<file path="src/rtl/ovr_dff_bank.sv">
// Register bank with per-bit clear/preset overrides, an optional whole-word output force
// (enabled by defining OVR_DFF_BANK_FORCE_EN), and a saturating override-release counter.
module ovr_dff_bank #(
    parameter int WIDTH = 8,
    parameter int CNT_W = 8
) (
    input  logic             clock,
    input  logic             reset,
    input  logic [WIDTH-1:0] d,
    input  logic             load,
    input  logic [WIDTH-1:0] clear_n,
    input  logic [WIDTH-1:0] preset_n,
    input  logic             force_en,
    input  logic [WIDTH-1:0] force_val,
    output logic [WIDTH-1:0] q,
    output logic [1:0]       mode,
    output logic [CNT_W-1:0] rel_count
);

    typedef enum logic [1:0] {
        MODE_NORMAL = 2'd0,
        MODE_ASSIGN = 2'd1,
        MODE_FORCE  = 2'd2
    } mode_e;

    logic [WIDTH-1:0] s_q, s_d;
    logic [WIDTH-1:0] q_q, q_d;
    logic [WIDTH-1:0] ovr_q, ovr_d;
    logic [CNT_W-1:0] cnt_q;
    mode_e            mode_q;
    logic             release_evt;
    logic             force_act;

`ifdef OVR_DFF_BANK_FORCE_EN
    assign force_act = force_en;
`else
    logic unused_force;
    assign force_act    = 1'b0;
    assign unused_force = ^{force_en, force_val};
`endif

    always_comb begin
        // NOTE: every comb output gets a default first so no path can infer a latch.
        s_d   = s_q;
        ovr_d = ~(clear_n & preset_n);
        for (int i = 0; i < WIDTH; i++) begin
            if (!clear_n[i])       s_d[i] = 1'b0;
            else if (!preset_n[i]) s_d[i] = 1'b1;
            else if (load)         s_d[i] = d[i];
        end
        // Several bits releasing on the same edge still count as one event.
        release_evt = |(ovr_q & ~ovr_d);
        q_d         = force_act ? force_val : s_d;
    end

    // NOTE: sequential state uses non-blocking assignments so all registers update together.
    always_ff @(posedge clock) begin
        if (reset) begin
            s_q    <= '0;
            q_q    <= '0;
            ovr_q  <= '0;
            cnt_q  <= '0;
            mode_q <= MODE_NORMAL;
        end else begin
            s_q   <= s_d;
            q_q   <= q_d;
            ovr_q <= ovr_d;
            if (release_evt && (cnt_q != {CNT_W{1'b1}}))
                cnt_q <= cnt_q + CNT_W'(1);
            if (force_act)   mode_q <= MODE_FORCE;
            else if (|ovr_d) mode_q <= MODE_ASSIGN;
            else             mode_q <= MODE_NORMAL;
        end
    end

    assign q         = q_q;
    assign mode      = mode_q;
    assign rel_count = cnt_q;

endmodule

</file>
<file path="config.mk">
export PLATFORM = sky130hd
export DESIGN_NAME = ovr_dff_bank
export DESIGN_NICKNAME = d
export VERILOG_FILES = /design/src/rtl/ovr_dff_bank.sv
export SDC_FILE = /design/constraint.sdc
export NUM_CORES = 1
export LEC_CHECK = 0
export BUFFER_PORTS_ARGS = -buffer_cell sky130_fd_sc_hd__buf_4
export CORE_UTILIZATION = 39
export CTS_BUF_LIST = sky130_fd_sc_hd__clkbuf_8
export DETAILED_ROUTE_END_ITERATION = 10
export GPL_ROUTABILITY_DRIVEN = 0
export PLACE_DENSITY = 0.68
export SETUP_SLACK_MARGIN = 0.02
export SYNTH_ARGS = -nofsm -noshare
export SYNTH_HDL_FRONTEND = slang
export SYNTH_SLANG_ARGS = --single-unit
</file>
<file path="constraint.sdc">
create_clock -name clock -period 1.6 [get_ports clock]
set_input_delay 0.16 -clock clock [delete_from_list [all_inputs] [get_ports clock]]
set_output_delay 0.16 -clock clock [all_outputs]
set_load 0.01 [all_outputs]
</file>
Word-level counts from Yosys, hierarchy flattened
Cells that the tools add are included.

$add $sub $neg: 1. Multiply operators: 0. Divide/modulo/power cells: 0. Magnitude comparators: 0. Equality and inequality tests: 9. Shift operators: 0. Multiplexer cells: 17. Bitwise logic cells: 12. Reduce and logical (&&, ||, !) cells: 11.

Operator list (count): 1-bit two-way mux (17); 8-bit bitwise AND (2); 2-bit != test (second input constant) (8); 8-bit inverter (2); 2-bit OR reduction (8); 8-bit OR reduction (2); 8-bit by 1-bit adder with 8-bit output (second input constant) (1); 8-bit != test (second input constant) (1); 1-bit inverter (8); 1-bit logical AND (1).

Bits in registers: 26. Latch bits: 0. Bits in writable memories: 0. Memory bits (read-only): 0. Input port bits: 36. Output and inout bits: 18. Logic and storage cells: 61. Memories: 0.

Logic depth before layout (Yosys ltp)
Depth after elaboration: 6. Mapped depth: 6. Gate-level depth less buffers: 6.

Worst setup path before layout
OpenSTA, ideal clock, no wires.

Path type: register to register. From: register cnt_q[0], in the netlist rel_count[0]. To: register cnt_q[3], in the netlist rel_count[3]. Library setup time: 0.059 ns. Arrival time: 1.500 ns. Required time: 1.541 ns. Slack: 0.040 ns. Stages on the path, launching flop included: 7. Buffers on the path: 0. Clock period less this slack: 1.560 ns. Path through: dfxtp_1 > ha_1 > and4_4 > nand4_4 > o21ai_4 > or4_1 > nand2_1.

Word-level cells in the longest chain between the ends: 2. Elaborated cells on any way between the ends: 3. Classes of those cells: add/sub: 1; eq/ne: 1; reduce/logical: 1.

Ends and longest elaborated chain: start: declaration (line 29) `logic [CNT_W-1:0] cnt_q;`; start signal: assignment (line 69) `cnt_q <= cnt_q + CNT_W'(1);`; parallel branches: the longest is 2 deep, another holds 8-bit by 1-bit adder with 8-bit output.

Several ways; the timed one is not identified. A chain may end at the register's enable or synchronous reset.

Final worst setup path
Ends and elaborated chain as after synthesis.

==> key figures <==
Status
  – Run status: finished, final reports clean

Synth
  – Most common cell in the netlist: dfxtp_1
  – Avg Cell Area, Syn: between 9 and 10 um2
  – Syn nets: 151
  – #FFs+latches synth: 25
  – Seq/Total Area, Yosys: between 40% and 50%
  – Post-synthesis instance total: about 110
  – Top cells by count, synth: 25 x dfxtp_1, 20 x a21oi_1, 9 x mux2i_1, 9 x nand3_1, 5 x nand2b_1
  – Synth unique cells: 34
  – Leading area contributor after synthesis: dfxtp_1
  – Synth Flop Type: dfxtp_1
  – Share of the synthesized area in the top cell type: a little under half
  – Mapped Area: approximately 1100 um2
  – Area contributors post-synth: dfxtp_1 45%, a21oi_1 9.1%, mux2i_1 8.2%, nand3_1 4.1%, nand4_4 3.9%
  – Async set-or-reset flop fraction in the synthesized netlist: 0%
  – Post-synth EDFFs: 0
  – Synthesis Warnings: 0

Die
  – Die Area: around 3000 um2
  – Starting density of the core: a little over two fifths
  – Die Ht: approximately 55 um
  – IO Count: 54
  – FP Rows: 18
  – Core footprint: approximately 2600 um2
  – Die width: about 55 um

Clocking
  – Clk_lat worst skew: ~260 ps
  – Post-CTS Setup Bufs: 0
  – CTS Buf Count: 3
  – CTS resizes: 0
  – CTS sink count: 25
  – CTS Buffer Depth: 2
  – H-tree Lvls: 1
  – CTS tree: done
  – Root Buffer Master: clkbuf_8
  – Clk slew on worst S/H paths: 80 ps
  – Hold bufs inserted after CTS: 0

STA
  – FMAX: about 670 MHz
  – Final setup fails: 0
  – Setup_tns: 0 ps
  – Crit share post-route: between 90% and 100%
  – Clk_skew: ~3.1 ps
  – Shortest period the worst path allows: 1500 ps
  – Final Hold Fails: 0
  – Unrepaired setup endpoints after global routing: false
  – Final Max Slew Viols: 0

Run
  – Max Cap Viol: 0

Finish
  – Number of fill cells: around 230
  – Share of cells above drive strength 1: 36.3%
  – Register area: ~500 um2
  – Multi-input logic area: about 590 um2
  – Ant diodes: 0
  – Nets@finish: slightly below 200
  – Layout Cells excl Fill: 190
  – Synth-to-Final Area Change: 37.3%

Setup path
  – Crit-path max FO: 5
  – Critical path capture point type: flop
  – Levels on crit path: 6
  – Startpoint Class: flop
  – Worst EP required: around 1800 ps
  – Delay-heaviest family, CP: simple AND/OR/NAND/NOR gates
  – Worst r2r path cells: 6
  – Critical-path top delay cell: or4_1
  – CP max stage delay: 460 ps
  – Worst-path cell chain: ha_2 -> and4_4 -> nand4_4 -> o21ai_4 -> or4_1 -> nand2_1
  – CP Class: flop to flop
  – Worst path buffer plus inverter count: 0
  – Crit path DAT: 1710 ps

GRT
  – Largest net degree at the start of global routing: 27
  – Initial antenna violation count: 0
  – First-pass GRT wire length: 3510 um
  – GRT Overall Usage: between 10% and 20%
  – Gr ovfl total: 0
  – Vias in the first global route: 821

Hold path
  – Min-Delay Path Depth: 2
  – Min-delay worst type: input port to flop

Power
  – Share of total power in the clock network: between 20 and 30%
  – P_int: ~0.96 mW
  – Switching Power: between 0.3 and 0.4 mW
  – Max VDD drop: approximately 0.00075 V
  – Sequential Power Share: between 50% and 60%
  – Leakage: about 0.67 nW
  – Comb pwr share: between 15 and 20%
  – Power Density: roughly 850 nW/um2
  – Sw frac: 25.0%

Route
  – Pre-antenna DRT Iters: 2
  – Initial DRC count: 7
  – Vias: ~990
  – DRT Wirelength: around 2300 um
  – Routed vias/inst: around 5.2
  – Antenna-violating nets left: 0
  – DRC errors left: 0
  – DR WL/cell: between 10 and 15 um

Place
  – Dpl hpwl: roughly 1700 um
  – Port bufs: 43
  – Placed Cells: around 190
[layout make-up]
class,count,share of cell area (%)
Inverter,1,0.248
Clock inverter,1,0.248
Timing Repair Buffer,45,22.3
Sequential cell,25,33.0
Tap cell,30,2.48
Multi-Input combinational cell,85,39.0
Clock buffer,3,2.73
[cells by family after synthesis]
kind of cell | Yosys count | synth area share, %
AOI/OAI and AO/OA | 27 | 13.7
xor gates and xnor gates | 1 | 0.794
adders and majority gates | 1 | 1.13
buffers and inverters | 5 | 2.15
DFF | 25 | 45.4
muxes | 9 | 8.16
other | 1 | 0.340
and+or+nand+nor | 45 | 28.3
[stage by stage]
stage	setup WS [ps]	power, mW	utilization (%)	instance area (um2)	hold slack (ps)
after floorplan	40.3	0.804	-	1100	247
after global placement	81.9	0.929	56.8	1460	361
after detailed placement	62.1	0.937	56.8	1460	364
after CTS	46.0	1.30	58.6	1500	76.3
after global routing	23.7	1.37	59.0	1520	77.0
final	97.6	1.28	59.0	1520	81.2
[cells in the final DEF (no fill, tap or decap)]
cell      count
buf_4        45
dfxtp_1      25
a21oi_1      20
mux2i_1       9
nand3_1       9
nand2b_1      5
nor2_1        4
nand4_1       4
o21ai_0       4
or2b_1        3
nand2_1       3
or3_1         3
clkbuf_8      3
nand3_2       2
nand4_4       2
inv_1         2
nand4_2       1
or2_1         1
and3_1        1
and4_4        1
and2b_2       1
a311oi_1      1
nor4_1        1
nor4bb_1      1
a31oi_1       1
nor3_1        1
o21ai_4       1
and2b_1       1
or4_1         1
xor2_1        1
ha_2          1
conb_1        1
o21ai_2       1
[layer usage]
layer  wire length (um)  vias to the layer above  global-route usage [%]
met3                168                        2                    4.37
met4                 10                        0                    5.00
li1                   -                      508                       -
met1               1040                      451                    20.4
met5                  0                        -                       0
met2               1110                       30                    26.7
[power groups by stage]
stage	Clock [mW]	Sequential, mW	Combinational, mW
floorplan	0	0.705	0.0996
global placement	0	0.687	0.242
detailed placement	0	0.690	0.247
CTS	0.374	0.675	0.248
global route	0.404	0.679	0.284
finish	0.357	0.675	0.252
[worst register-to-register path: stages (launching register included)]
cell and delay (ps):
dfxtp_1 330, ha_2 200, and4_4 210, nand4_4 110, o21ai_4 80, or4_1 460
nand2_1 70
[sequential cells by signal (all words and copies together) (netlist names)]
| signal | count |
|---|---|
| ovr_q | 8 |
| q | 8 |
| rel_count | 8 |
| mode | 1 |
[path summary, 6_finish.rpt]
path / start / end / slack [ps]
worst min-delay path: preset_n[1] / q[1] / 80
worst min register to register: rel_count[4] / rel_count[4] / 530
worst max register to register: rel_count[0] / rel_count[3] / 100
worst max-delay path: rel_count[0] / rel_count[3] / 100
No activity file was read; power rests on OpenSTA's default activity.
